--- config.mk ---
export PLATFORM = sky130hd
export DESIGN_NAME = stamped_stream_arbiter
export DESIGN_NICKNAME = d
export VERILOG_FILES = /design/src/rtl/stamped_stream_arbiter.sv
export SDC_FILE = /design/constraint.sdc
export NUM_CORES = 1
export LEC_CHECK = 0
export ABC_CLOCK_PERIOD_IN_PS = 1950
export CAP_MARGIN = 20
export CORE_AREA = 4 4 509 511
export CTS_CLUSTER_DIAMETER = 80
export DETAILED_ROUTE_END_ITERATION = 7
export DIE_AREA = 0 0 513 515
export DONT_BUFFER_PORTS = 1
export SYNTH_ARGS = -nofsm -noshare
export SYNTH_HDL_FRONTEND = slang
export SYNTH_SLANG_ARGS = --single-unit
--- constraint.sdc ---
create_clock -name clk -period 1.95 [get_ports clk]
set_clock_uncertainty 0.1 [all_clocks]
set_input_delay 0.39 -clock clk [delete_from_list [all_inputs] [get_ports clk]]
set_output_delay 0.39 -clock clk [all_outputs]
set_load 0.1 [all_outputs]
--- src/rtl/stamped_stream_arbiter.sv ---
// Two-input AXI4-Stream packet arbiter: oldest-timestamp or round-robin selection,
// whole packets forwarded as a unit, per-input forwarded-packet counters.
module stamped_stream_arbiter #(
    parameter int C_M_AXIS_DATA_WIDTH  = 256,
    parameter int C_M_AXIS_TUSER_WIDTH = 128,
    parameter int TIMESTAMP_WIDTH      = 64,
    parameter int TIMESTAMP_POS        = 32
) (
    input  logic                                 clk,
    input  logic                                 reset,
    input  logic [1:0]                           port_en,
    input  logic                                 ts_order_en,

    input  logic [C_M_AXIS_DATA_WIDTH-1:0]       s_axis_0_tdata,
    input  logic [C_M_AXIS_TUSER_WIDTH-1:0]      s_axis_0_tuser,
    input  logic [C_M_AXIS_DATA_WIDTH/8-1:0]     s_axis_0_tstrb,
    input  logic                                 s_axis_0_tvalid,
    input  logic                                 s_axis_0_tlast,
    output logic                                 s_axis_0_tready,

    input  logic [C_M_AXIS_DATA_WIDTH-1:0]       s_axis_1_tdata,
    input  logic [C_M_AXIS_TUSER_WIDTH-1:0]      s_axis_1_tuser,
    input  logic [C_M_AXIS_DATA_WIDTH/8-1:0]     s_axis_1_tstrb,
    input  logic                                 s_axis_1_tvalid,
    input  logic                                 s_axis_1_tlast,
    output logic                                 s_axis_1_tready,

    output logic [C_M_AXIS_DATA_WIDTH-1:0]       m_axis_tdata,
    output logic [C_M_AXIS_TUSER_WIDTH-1:0]      m_axis_tuser,
    output logic [C_M_AXIS_DATA_WIDTH/8-1:0]     m_axis_tstrb,
    output logic                                 m_axis_tvalid,
    output logic                                 m_axis_tlast,
    input  logic                                 m_axis_tready,

    output logic [31:0]                          pkt_cnt_0,
    output logic [31:0]                          pkt_cnt_1
);

    typedef enum logic {
        IDLE = 1'b0,
        SEND = 1'b1
    } state_t;

    state_t                     state, state_nxt;
    logic                       grant, grant_nxt;
    logic                       rr_next, rr_next_nxt;
    logic [31:0]                cnt0_q, cnt1_q;

    logic                       elig0, elig1;
    logic [TIMESTAMP_WIDTH-1:0] ts0, ts1;
    logic                       last_hs;

    assign elig0   = s_axis_0_tvalid & port_en[0];
    assign elig1   = s_axis_1_tvalid & port_en[1];
    assign ts0     = s_axis_0_tuser[TIMESTAMP_POS +: TIMESTAMP_WIDTH];
    assign ts1     = s_axis_1_tuser[TIMESTAMP_POS +: TIMESTAMP_WIDTH];
    assign last_hs = m_axis_tvalid & m_axis_tready & m_axis_tlast;

    assign pkt_cnt_0 = cnt0_q;
    assign pkt_cnt_1 = cnt1_q;

    always_ff @(posedge clk) begin
        if (reset) begin
            state   <= IDLE;
            grant   <= 1'b0;
            rr_next <= 1'b0;
        end else begin
            state   <= state_nxt;
            grant   <= grant_nxt;
            rr_next <= rr_next_nxt;
        end
    end

    // Ties on equal stamps, and all decisions in plain mode, go to rr_next.
    always_comb begin
        state_nxt   = state;
        grant_nxt   = grant;
        rr_next_nxt = rr_next;
        case (state)
            IDLE: begin
                if (elig0 || elig1) begin
                    state_nxt = SEND;
                    if (elig0 && elig1) begin
                        if (ts_order_en && (ts0 != ts1))
                            grant_nxt = (ts1 < ts0);
                        else
                            grant_nxt = rr_next;
                    end else begin
                        grant_nxt = elig1;
                    end
                end
            end
            SEND: begin
                if (last_hs) begin
                    state_nxt   = IDLE;
                    rr_next_nxt = ~grant;
                end
            end
            default: state_nxt = IDLE;
        endcase
    end

    always_comb begin
        m_axis_tdata    = s_axis_0_tdata;
        m_axis_tuser    = s_axis_0_tuser;
        m_axis_tstrb    = s_axis_0_tstrb;
        m_axis_tlast    = s_axis_0_tlast;
        m_axis_tvalid   = 1'b0;
        s_axis_0_tready = 1'b0;
        s_axis_1_tready = 1'b0;
        if (state == SEND) begin
            if (grant) begin
                m_axis_tdata    = s_axis_1_tdata;
                m_axis_tuser    = s_axis_1_tuser;
                m_axis_tstrb    = s_axis_1_tstrb;
                m_axis_tlast    = s_axis_1_tlast;
                m_axis_tvalid   = s_axis_1_tvalid;
                s_axis_1_tready = m_axis_tready;
            end else begin
                m_axis_tvalid   = s_axis_0_tvalid;
                s_axis_0_tready = m_axis_tready;
            end
        end
    end

    always_ff @(posedge clk) begin
        if (reset) begin
            cnt0_q <= '0;
            cnt1_q <= '0;
        end else if (last_hs) begin
            if (grant)
                cnt1_q <= cnt1_q + 32'd1;
            else
                cnt0_q <= cnt0_q + 32'd1;
        end
    end

endmodule

Word level (Yosys, flattened, before mapping) --
Index checks and enable logic that the tools add are counted. Widths: inputs -> output; s select.
Operators by class: add/subtract/negate cells 2, multipliers 0, divide/modulo/power cells 0, order comparisons 1, equality and inequality tests 1, shift-type cells 0, multiplexer cells 19, bitwise logic cells 6, reductions and logical operators 7
Operators by type and width (count):
- $mux 256 | 2
- $mux 128 | 2
- $add 32x1->32 const B | 2
- $lt 64x64->1 | 1
- $mux 32 | 2
- $ne 64x64->1 | 1
- $mux 1 | 12
- $reduce_and 2->1 | 4
- $and 1x1->1 | 4
- $logic_and 1x1->1 | 2
- $not 1->1 | 2
- $pmux 1 s2 | 1
- $logic_or 1x1->1 | 1
Word-level totals: bits in registers 67, bits in latches 0, bits in writable memories 0, ROM bits 0, output and inout bits 484, word-level logic and storage cells 41, memories 0

Depth between registers and ports, before layout --
depth in word-level cells 6, mapped depth 8, gate-level depth less buffers 8

Worst setup path after synthesis --
Ideal clock, no wire load.
path kind reg2out, start register state, end output port m_axis_tuser[32], data arrival time 3099 ps, setup slack -1639 ps, cell stages (with the launch flop) 5, buffers on the path 2, cell sequence dfxtp_1 nand2_1 buf_1 clkbuf_1 o21ai_0
On the way: longest elaborated chain between the ends 1
RTL lines:
- start, declared | RTL line 44 | state_t state, state_nxt;
- start signal, assigned | RTL line 68 | state <= state_nxt;
- $mux 128 | RTL line 111 | if (state == SEND) begin
- end, declared | RTL line 29 | output logic [C_M_AXIS_TUSER_WIDTH-1:0] m_axis_tuser,
Every way passes these cells.

Final worst setup path --
start register state, end output port m_axis_tdata[67]
On the way: longest elaborated chain between the ends 1
RTL lines:
- $mux 256 | RTL line 111
- end, declared | RTL line 28 | output logic [C_M_AXIS_DATA_WIDTH-1:0] m_axis_tdata,
Every way passes these cells.

==> flow_metrics.env <==
export IMPL_criticalPathCategory="register to output pin"
export IMPL_hold_path_class="input pin to register"
export IMPL_place_hpwl_um=197000
export IMPL_fp_dieH_um=515
export IMPL_cts_root_buf="clkbuf_16"
export IMPL_leakage_nw=8.81
export IMPL_power_density_nw_per_um2=561
export IMPL_crit_path_start_kind="register"
export IMPL_grt_overflow=0
export IMPL_numCtsBuffers=9
export IMPL_drive_gt1_share_pct=65.0
export IMPL_ioPinCount=1326
export IMPL_timing_final_ws_setup_ps=-575
export IMPL_place_ws_ps=-1720
export IMPL_fmax_mhz=396
export IMPL_yosysWarnings=0
export IMPL_grt_max_degree=68
export IMPL_core_um2=254000
export IMPL_endpoint_kind="output pin"
export IMPL_synthCells=1026
export IMPL_dp_cells=4625
export IMPL_port_buffers=0
export IMPL_crit_start="state"
export IMPL_ant_nets=0
export IMPL_synth_top_area_cell="mux2_2"
export IMPL_clk_latency_ps=340
export IMPL_synthDominantCellAreaShare_pct=49.5
export IMPL_grt_pass1_wl_um=233000
export IMPL_min_period_ps=2520
export IMPL_path_clk_slew_ps=70
export IMPL_final_common_cell="mux2_4"
export IMPL_vias=12500
export IMPL_num_rows=185
export IMPL_max_slew_margin_pct=70.2
export IMPL_synth_top_flop_cell="dfxtp_1"
export IMPL_grtUsageMet3_pct=11.5
export IMPL_cp_data_required_time_ps=1460
export IMPL_die_area_um2=264000
export IMPL_use_met1_pct=14.4
export IMPL_gp_congestion=1.27
export IMPL_syn_nets=1934
export IMPL_num_nets_final=2230
export IMPL_r2r_cells=8
export IMPL_arrival_ps=2030
export IMPL_hold_buffers=0
export IMPL_synth_cell_type_count=43
export IMPL_dieWidth_um=513
export IMPL_clock_path_buffers=2
export IMPL_synth_edff_count=0
export IMPL_slew_viol_final=0
export IMPL_synth_area_per_cell_um2=9.23
export IMPL_post_drt_wl_per_cell_um=43.7
export IMPL_start_util_pct=3.73
export IMPL_most_common_layout_cells="mux2_4, buf_12, buf_4"
export IMPL_grt_pass1_vias=11400
export IMPL_timing_final_crit_share_pct=129
export IMPL_outcome="finished, violations left"
export IMPL_h_tree_depth=3
export IMPL_setup_violations_final=455
export IMPL_crit_path_end="m_axis_tdata[67]"
export IMPL_rsz0062_at_grt="true"
export IMPL_ys_seq_area_share_pct=14.2
export IMPL_worst_slew_pin_slew_ps=436
export IMPL_gr_usage_all_layers_pct=15.0
export IMPL_synth_area_leaders="mux2_2, dfxtp_1, ha_1, xor2_1, inv_1"
export IMPL_initialDrtViolationCount=1026
export IMPL_fin_cells=4854
export IMPL_drcViolationCount=0
export IMPL_reg2reg_slack_ps=-300
export IMPL_vias_per_cell=2.58
export IMPL_drv_cap=0
export IMPL_hold_viol_final=0
export IMPL_violations="setup timing"
export IMPL_cp_max_fo=9
export IMPL_ir_drop_mv=0.335
export IMPL_antenna_found_initial=280
export IMPL_hold_slack_ps=22.3
export IMPL_r2r_end="grant"
export IMPL_cts_tree="built"
export IMPL_synth_area_um2=9470
export IMPL_grt_util_met2_pct=23.2
export IMPL_cts_sinks=67
export IMPL_ys_ff_latch=67
export IMPL_detail_route_first_pass_iterations=5
export IMPL_busiest_layer="met2"
export IMPL_async_flop_share_pct=0
export IMPL_area_growth_syn_to_layout_pct=127
export IMPL_r2r_start="state"
export IMPL_total_power_mw=12.0
export IMPL_routed_wirelength_um=212000
## worst max-delay path, cell delays in order, from the launching register on
cell and delay [ps]:
dfxtp_4 370, nand2_8 150, buf_16 240, buf_12 140, buf_16 130, mux2_4 380, buf_12 190
## state kept, by name, summed over array words and instances (netlist names)
register,count
pkt_cnt_0,32
pkt_cnt_1,32
grant,1
rr_next,1
state,1
## what timing repair did
action	4_1_cts	5_1_grt
gates resized for setup	72	53
gates cloned	16	12
setup endpoints to repair	461	465
setup buffers	16	11
pin swaps	2	13
endpoints found under the hold margin	0	0
## through the flow
step / cell area [um2] / utilization [%] / setup TNS (ps)
CTS: 20500 / 8.05 / -234910
detailed placement: 19200 / 7.57 / -105260
finish: 21400 / 8.44 / -209610
floorplan: 11100 / - / -1470
global route: 21400 / 8.42 / -241230
global placement: 19200 / 7.57 / -97150
## power by group
group	switching (mW)	total [mW]	internal (mW)
registers	0.00957	1.35	1.34
clock network	0.645	1.65	1.01
logic	6.72	9.04	2.32
## cell families after synthesis
group                    after synthesis  synth area share [%]
buffers and inverters                126                  5.18
AO/OA/AOI/OAI                         74                  4.73
adder cells (fa/ha/maj)               66                  8.72
multiplexers                         419                  49.8
AND/OR/NAND/NOR                      221                  12.5
XOR/XNOR                              53                  4.90
flip-flops                            67                  14.2
## how the worst min path moves through the flow
stage                        from       endpoint  cells after the start
after floorplan           rr_next        rr_next                      2
after global placement      reset   pkt_cnt_0[6]                      1
after detailed placement    reset  pkt_cnt_0[11]                      1
after CTS                   reset  pkt_cnt_1[14]                      1
after global routing        reset  pkt_cnt_0[11]                      1
final                       reset  pkt_cnt_0[11]                      1
## synthesized netlist by cell type, types with 9 or more instances
master,count
a21o_1,9
a21oi_1,31
and3_1,11
and4_1,11
buf_2,11
clkbuf_1,43
dfxtp_1,67
ha_1,66
inv_1,69
mux2_2,416
nand2_1,39
nand3_1,31
nand4_1,24
nor2_1,67
o21ai_0,17
or3_1,11
xnor2_1,16
xor2_1,37
## layer usage
metal / routed length, um / part of all wire, % / up-vias
met3: 35900 / 17 / 597
met2: 93600 / 44 / 1428
li1: - / - / 4503
met5: 1680 / 0.79 / -
met4: 11700 / 5.5 / 222
met1: 69200 / 33 / 5760
## layout make-up
| class | count | area (um2) |
|---|---|---|
| diodes | 161 | 403 |
| clock buffers | 15 | 289 |
| clock inverters | 1 | 5.00 |
| fillers | 29200 | 232000 |
| inverters | 69 | 274 |
| multi-input cells | 833 | 9190 |
| flip-flops and latches | 67 | 1480 |
| well taps | 3366 | 4210 |
| repair buffers | 342 | 5590 |
(Power assumes the default switching activity.)
